**src/rtl/bcd_mode_counter_if.sv**
```systemverilog
// bcd_mode_counter_if
//   Bus bundle for bcd_mode_counter. Control inputs (en, mode, step,
//   load_val) flow master -> slave; the count, wrap pulse and the
//   converted BCD / 7-segment display values flow slave -> master.
//   DIGITS  : number of BCD / 7-seg digits
//   MODULUS : count range 0..MODULUS-1
//   STEP_W  : width of the step input
interface bcd_mode_counter_if #(
   parameter int DIGITS  = 2,
   parameter int MODULUS = 100,
   parameter int STEP_W  = 4
);
   localparam int CW = $clog2(MODULUS);

   logic                  en;
   logic [1:0]            mode;
   logic [STEP_W-1:0]     step;
   logic [CW-1:0]         load_val;
   logic [CW-1:0]         count;
   logic                  wrap;
   logic [4*DIGITS-1:0]   bcd;
   logic [7*DIGITS-1:0]   hex;
   logic                  cvt_busy;

   modport master (
      output en, mode, step, load_val,
      input  count, wrap, bcd, hex, cvt_busy
   );

   modport slave (
      input  en, mode, step, load_val,
      output count, wrap, bcd, hex, cvt_busy
   );
endinterface

```
**src/rtl/bcd_mode_counter.sv**
```systemverilog
// bcd_mode_counter
//   Modulo up/down/load counter with a variable step, followed by a
//   sequential shift-and-add-3 binary-to-BCD converter and an active-low
//   7-segment decoder per digit.
//   clk          : rising-edge clock
//   rst          : asynchronous active-high reset
//   bus.en       : count qualifier (hold when low)
//   bus.mode     : 00 hold, 01 up, 10 down, 11 load
//   bus.step     : step amount, saturated to MODULUS-1
//   bus.load_val : value taken on load (out of range loads 0)
//   bus.count    : binary count
//   bus.wrap     : one-cycle pulse after an up/down edge that wrapped
//   bus.bcd      : converted count, digit 0 in [3:0]
//   bus.hex      : active-low {g..a} per digit, digit 0 in [6:0]
//   bus.cvt_busy : converter in SHIFT or DONE
module bcd_mode_counter #(
   parameter int DIGITS  = 2,
   parameter int MODULUS = 100,
   parameter int STEP_W  = 4
) (
   input  logic             clk,
   input  logic             rst,
   bcd_mode_counter_if.slave bus
);
   localparam int CW    = $clog2(MODULUS);
   localparam int BW    = 4 * DIGITS;
   localparam int HW    = 7 * DIGITS;
   localparam int CNT_W = $clog2(CW + 1);

   localparam logic [CW:0]   MOD_X   = (CW+1)'(MODULUS);
   localparam logic [CW-1:0] MAX_S   = CW'(MODULUS - 1);
   localparam logic [HW-1:0] HEX_RST = {DIGITS{7'b1000000}};

   typedef enum logic [1:0] {S_IDLE, S_SHIFT, S_DONE} cvt_state_e;

   function automatic logic [6:0] seg7(input logic [3:0] d);
      case (d)
         4'd0:    seg7 = 7'b1000000;
         4'd1:    seg7 = 7'b1111001;
         4'd2:    seg7 = 7'b0100100;
         4'd3:    seg7 = 7'b0110000;
         4'd4:    seg7 = 7'b0011001;
         4'd5:    seg7 = 7'b0010010;
         4'd6:    seg7 = 7'b0000010;
         4'd7:    seg7 = 7'b1111000;
         4'd8:    seg7 = 7'b0000000;
         4'd9:    seg7 = 7'b0010000;
         default: seg7 = 7'b1111111;
      endcase
   endfunction

   // ---------------------------------------------------------------
   // Counter
   // ---------------------------------------------------------------
   logic [CW-1:0] count_q, count_d;
   logic          wrap_q, wrap_d;
   logic [CW-1:0] s_eff;
   logic [CW:0]   sum, sum_m, dn_wrap;

   always_comb begin
      if (32'(bus.step) > 32'(MODULUS - 1)) s_eff = MAX_S;
      else                                  s_eff = CW'(bus.step);

      // One extra bit so count+s and count+MODULUS-s never overflow.
      sum     = {1'b0, count_q} + {1'b0, s_eff};
      sum_m   = sum - MOD_X;
      dn_wrap = {1'b0, count_q} + MOD_X - {1'b0, s_eff};

      count_d = count_q;
      wrap_d  = 1'b0;
      if (bus.en) begin
         case (bus.mode)
            2'b01: begin
               if (sum >= MOD_X) begin
                  count_d = sum_m[CW-1:0];
                  wrap_d  = 1'b1;
               end else begin
                  count_d = sum[CW-1:0];
               end
            end
            2'b10: begin
               if (count_q >= s_eff) begin
                  count_d = count_q - s_eff;
               end else begin
                  count_d = dn_wrap[CW-1:0];
                  wrap_d  = 1'b1;
               end
            end
            2'b11: count_d = ({1'b0, bus.load_val} < MOD_X) ? bus.load_val : '0;
            default: ;
         endcase
      end
   end

   always_ff @(posedge clk or posedge rst) begin
      if (rst) begin
         count_q <= '0;
         wrap_q  <= 1'b0;
      end else begin
         count_q <= count_d;
         wrap_q  <= wrap_d;
      end
   end

   // ---------------------------------------------------------------
   // Binary-to-BCD converter
   // shadow holds the last value fully converted; a mismatch with count
   // in IDLE starts a new pass. cap holds the value being converted so
   // the display only ever shows something count really held.
   // ---------------------------------------------------------------
   cvt_state_e       state_q, state_d;
   logic [CW-1:0]    shadow_q, shadow_d;
   logic [CW-1:0]    cap_q, cap_d;
   logic [CW-1:0]    sreg_q, sreg_d;
   logic [BW-1:0]    acc_q, acc_d;
   logic [CNT_W-1:0] cnt_q, cnt_d;
   logic [BW-1:0]    bcd_q, bcd_d;
   logic [HW-1:0]    hex_q, hex_d;
   logic [BW-1:0]    adj;

   always_comb begin
      state_d  = state_q;
      shadow_d = shadow_q;
      cap_d    = cap_q;
      sreg_d   = sreg_q;
      acc_d    = acc_q;
      cnt_d    = cnt_q;
      bcd_d    = bcd_q;
      hex_d    = hex_q;
      adj      = acc_q;

      case (state_q)
         S_IDLE: begin
            if (count_q != shadow_q) begin
               cap_d   = count_q;
               sreg_d  = count_q;
               acc_d   = '0;
               cnt_d   = CNT_W'(CW);
               state_d = S_SHIFT;
            end
         end
         S_SHIFT: begin
            for (int i = 0; i < DIGITS; i++) begin
               if (acc_q[4*i +: 4] >= 4'd5) adj[4*i +: 4] = acc_q[4*i +: 4] + 4'd3;
            end
            {acc_d, sreg_d} = {adj[BW-2:0], sreg_q, 1'b0};
            cnt_d = cnt_q - CNT_W'(1);
            if (cnt_q == CNT_W'(1)) state_d = S_DONE;
         end
         S_DONE: begin
            bcd_d = acc_q;
            for (int i = 0; i < DIGITS; i++) hex_d[7*i +: 7] = seg7(acc_q[4*i +: 4]);
            shadow_d = cap_q;
            state_d  = S_IDLE;
         end
         default: state_d = S_IDLE;
      endcase
   end

   always_ff @(posedge clk or posedge rst) begin
      if (rst) begin
         state_q  <= S_IDLE;
         shadow_q <= '0;
         cap_q    <= '0;
         sreg_q   <= '0;
         acc_q    <= '0;
         cnt_q    <= '0;
         bcd_q    <= '0;
         hex_q    <= HEX_RST;
      end else begin
         state_q  <= state_d;
         shadow_q <= shadow_d;
         cap_q    <= cap_d;
         sreg_q   <= sreg_d;
         acc_q    <= acc_d;
         cnt_q    <= cnt_d;
         bcd_q    <= bcd_d;
         hex_q    <= hex_d;
      end
   end

   assign bus.count    = count_q;
   assign bus.wrap     = wrap_q;
   assign bus.bcd      = bcd_q;
   assign bus.hex      = hex_q;
   assign bus.cvt_busy = (state_q != S_IDLE);
endmodule

```
**src/flat_wrapper.sv**
```systemverilog
// flat-port wrapper written by rule: the top's interface ports become plain ports
module bcd_mode_counter_flat 
#(
   parameter int DIGITS  = 2,
   parameter int MODULUS = 100,
   parameter int STEP_W  = 4
)
  (clk, rst, bus_en, bus_mode, bus_step, bus_load_val, bus_count, bus_wrap, bus_bcd, bus_hex, bus_cvt_busy);
  bcd_mode_counter_if #(.DIGITS(DIGITS), .MODULUS(MODULUS), .STEP_W(STEP_W)) bus_i ();
  input  logic clk;
  input  logic rst;
  input wire logic [$bits(bus_i.en)-1:0] bus_en;
  input wire logic [$bits(bus_i.mode)-1:0] bus_mode;
  input wire logic [$bits(bus_i.step)-1:0] bus_step;
  input wire logic [$bits(bus_i.load_val)-1:0] bus_load_val;
  output wire logic [$bits(bus_i.count)-1:0] bus_count;
  output wire logic [$bits(bus_i.wrap)-1:0] bus_wrap;
  output wire logic [$bits(bus_i.bcd)-1:0] bus_bcd;
  output wire logic [$bits(bus_i.hex)-1:0] bus_hex;
  output wire logic [$bits(bus_i.cvt_busy)-1:0] bus_cvt_busy;
  assign bus_i.en = bus_en;
  assign bus_i.mode = bus_mode;
  assign bus_i.step = bus_step;
  assign bus_i.load_val = bus_load_val;
  assign bus_count = bus_i.count;
  assign bus_wrap = bus_i.wrap;
  assign bus_bcd = bus_i.bcd;
  assign bus_hex = bus_i.hex;
  assign bus_cvt_busy = bus_i.cvt_busy;
  bcd_mode_counter #(.DIGITS(DIGITS), .MODULUS(MODULUS), .STEP_W(STEP_W)) u_core (.clk(clk), .rst(rst), .bus(bus_i));
endmodule
```
**config.mk**
```make
export PLATFORM = sky130hd
export DESIGN_NAME = bcd_mode_counter_flat
export DESIGN_NICKNAME = d
export VERILOG_FILES = /design/src/rtl/bcd_mode_counter_if.sv /design/src/rtl/bcd_mode_counter.sv /design/src/flat_wrapper.sv
export SDC_FILE = /design/constraint.sdc
export NUM_CORES = 1
export LEC_CHECK = 0
export BUFFER_PORTS_ARGS = -buffer_cell sky130_fd_sc_hd__buf_2
export CAP_MARGIN = 20
export CORE_MARGIN = 3
export CORE_UTILIZATION = 60
export DETAILED_ROUTE_END_ITERATION = 10
export GPL_TIMING_DRIVEN = 0
export PLACE_DENSITY = 0.84
export SLEW_MARGIN = 20
export SYNTH_ARGS = -nofsm -noshare
export SYNTH_HDL_FRONTEND = slang
export SYNTH_SLANG_ARGS = --single-unit
```
**constraint.sdc**
```tcl
create_clock -name clk -period 7.1 [get_ports clk]
set_clock_uncertainty 0.05 [all_clocks]
set_input_delay 1.42 -clock clk [delete_from_list [all_inputs] [get_ports clk]]
set_output_delay 1.42 -clock clk [all_outputs]
set_load 0.01 [all_outputs]
```
==> flow_summary.json <==
{
  "area_of_the_die_um2": 7990,
  "worst_r2r_startpoint": "u_core.bus.count[1]",
  "seq_area_frac_synth_pct": 38.5,
  "globalplace.congestion": 0.874,
  "ys.warnings.count": 0,
  "core.rowCount": 29,
  "synth.cells.most_frequent": "dfrtp_1, nand2_1, o21ai_0",
  "antenna_cells": 0,
  "vias": 3597,
  "crit_path_start": "bus_step[1]",
  "rsz_0062_raised_after_global_routing": "false",
  "final.min_clock_period_ps": 4020,
  "placed_cell_area_um2": 4520,
  "net_count_after_synthesis": 498,
  "setup.worst_path.end_class": "flip-flop",
  "tritoncts": "yes",
  "min_from": "u_core.bus.hex[13]",
  "final_layout_size_suffix_gt1_share_pct": 18.7,
  "ys_types": 68,
  "worstPathMaxFanout": 6,
  "fillerInstances": 498,
  "report.final.hold_viol_count": 0,
  "largest_family_of_logic_cells_by_synthesized_area": "compound AO/OA/AOI/OAI gates",
  "reg2reg_depth": 11,
  "ys_seq_elements": 64,
  "status": "completed",
  "worst_slew_margin_rel_pct": 54.2,
  "ir_worst_vdd_v": 0.000319,
  "edff_count_synth": 0,
  "floorplan.die.width_um": 89.4,
  "finalWirelength_mm": 10.1,
  "stdcell_area_um2": 4730,
  "postSynth.asyncResetShare_pct": 100,
  "drt_first_iter_violations": 272,
  "area_growth_syn_to_layout_pct": 13.4,
  "finalSetupViolations": 0,
  "reg2reg_setup_slack_ps": 3820,
  "first_pass_grt_wire_length_mm": 16.6,
  "worstMarginPinSlew_ps": 683,
  "power.density_nw_per_um2": 484,
  "fraction_of_the_mapped_netlist_area_in_adder_cells_pct": 11.6,
  "max_cap_violations": 0,
  "holdCritPathClass": "flip-flop to flip-flop",
  "cts_num_sinks": 64,
  "mappedNetlistArea_um2": 4170,
  "hold-path-endpoint": "u_core.bus.hex[13]",
  "synth.mux.area_fraction_pct": 4.41,
  "worstHoldPathCells": 2,
  "clock_insertion_delay_worst_skew_ps": 350,
  "final_net_count": 556,
  "placeableCoreArea_um2": 6530,
  "worst_setup_hold_path_clk_slew_ps": 70,
  "cts_buffers": 9,
  "dp_cells": 569,
  "cts_buffer_depth": 2,
  "via_count_of_the_first_global_routing_pass": 3415,
  "final_cells": 584,
  "root_buffer": "clkbuf_8",
  "boundaryPins": 47,
  "dieHeight_um": 89.4,
  "worst_setup_path_start_kind": "input port",
  "grt_max_degree": 37,
  "drt_via_density": 6.16,
  "postSynth.topFlopCell": "dfrtp_1",
  "ant_nets": 0,
  "holdBufCountCts": 0,
  "r2r-end": "u_core.bus.count[4]",
  "cp_data_arrival_time_ps": 4200,
  "number_of_gates_resized_after_cts": 0,
  "synth_top_area_share_pct": 37.2,
  "synth_compound_gate_area_share_pct": 22.1,
  "synth.avg_cell_area_um2": 9.37,
  "synth-xor-area-share_pct": 4.20,
  "synth.most_common_cell": "dfrtp_1",
  "ys_top_cells_by_area": "dfrtp_1, ha_1, nand2_1",
  "layout_worst_path_cycle_share_pct": 56.6,
  "yosysTopAreaCell": "dfrtp_1",
  "detailedRoute.firstPassIterationCount": 5,
  "route.detailed.wl_per_inst_um": 17.3,
  "post_cts.repair.setup_buffers": 0,
  "timing_max_transition_violations_final": 0,
  "overflow": 0,
  "area_fraction_in_and_or_nand_and_nor_cells_after_synthesis_pct": 13.6,
  "floorplan.initialDensity_pct": 63.9,
  "power_leakage_nw": 2.24,
  "grt_antenna_before_repair": 0,
  "global_route.usage.total_pct": 27.2,
  "dp_hpwl_mm": 7.56,
  "totalNegativeSetupSlack_ps": 0,
  "number_of_h_tree_branching_levels": 3,
  "netlist_instances": 445,
  "cp.required_ps": 7280,
  "numPortBuffers": 46,
  "timing.setup.critical_path_class": "input port to flip-flop",
  "highest_attainable_clock_frequency_mhz": 249,
  "post-route-drc-count": 0
}
where the power goes:
group          internal [mW]  switching [mW]  total [mW]
sequential             0.540           0.135       0.675
combinational          0.538           0.738        1.28
clock                  0.204           0.138       0.342
worst max-delay path by stage:
stage,to,slack [ps]
3_3_place_gp,u_core.bus.count[4],2830
4_1_cts,u_core.bus.count[4],3100
6_report,u_core.bus.count[4],3080
2_1_floorplan,u_core.bus.count[4],3220
3_5_place_dp,u_core.bus.count[4],2740
5_1_grt,u_core.bus.count[4],2940
sequential cells by signal, summed over array words and instances, names as in the netlist:
register and cells:
u_core.cnt_q 3, u_core.bus.wrap 1, u_core.sreg_q 7, u_core.shadow_q 7, u_core.cap_q 7, u_core.acc_q 8
u_core.bus.bcd 8, u_core.bus.hex 14, u_core.bus.count 7, u_core.state_q 2
kinds of logic (layout without fill, tap and decap cells):
group                      after synthesis  in the layout
AOI/OAI and AO/OA                      134            134
and+or+nand+nor                        119            119
DFF                                     64             64
buffers and inverters                   55            117
adders and majority gates               37             37
xor gates and xnor gates                20             20
muxes                                   16             16
area by class of cell:
type | count | area, um2 | area share [%]
clock inverters | 4 | 70.1 | 1.48
repair buffers | 47 | 250 | 5.29
inverters | 32 | 123 | 2.59
plain buffers | 23 | 113 | 2.38
flip-flops and latches | 64 | 1600 | 33.9
multi-input cells | 326 | 2330 | 49.3
well taps | 77 | 96.3 | 2.04
clock buffers | 11 | 141 | 2.99
stage by stage:
step | setup WS [ps] | utilization [%] | hold slack, ps | total power, mW
finish | 3080 | 72.5 | 424 | 2.29
detailed placement | 2740 | 69.2 | 417 | 1.92
floorplan | 3220 | - | 390 | 1.57
global route | 2940 | 72.5 | 449 | 2.48
global placement | 2830 | 68.9 | 404 | 1.87
CTS | 3100 | 72.5 | 431 | 2.28
placed cells by master, fill, tap and decap left out, types with 9 or more instances in the layout:
cell type	netlist	final
nand3_1	9	9
dfrtp_1	62	62
buf_2	3	49
nor2_1	22	22
inv_1	30	29
clkbuf_1	16	17
o21ai_0	35	35
a21oi_1	29	29
ha_1	34	34
nand2_1	47	47
clkbuf_8	0	10
mux2_2	11	11
xnor2_1	12	12
worst max-delay path, stage by stage:
cell and delay (ps):
buf_2 90, inv_1 80, ha_1 340, and2b_1 270, nor2_1 150, o21bai_1 90, xnor2_1 310, ha_1 210
nand3_1 80, o211a_1 170, a211oi_4 310, mux2_4 330, o32a_1 340
routing by layer:
| layer | GRT usage (%) | share of wire, % |
|---|---|---|
| met1 | 37.9 | 43 |
| met2 | 41.0 | 47 |
| met3 | 7.93 | 7.8 |
| met4 | 8.39 | 2.2 |
| met5 | 0 | 0 |
No activity file was read; power rests on OpenSTA's default activity.
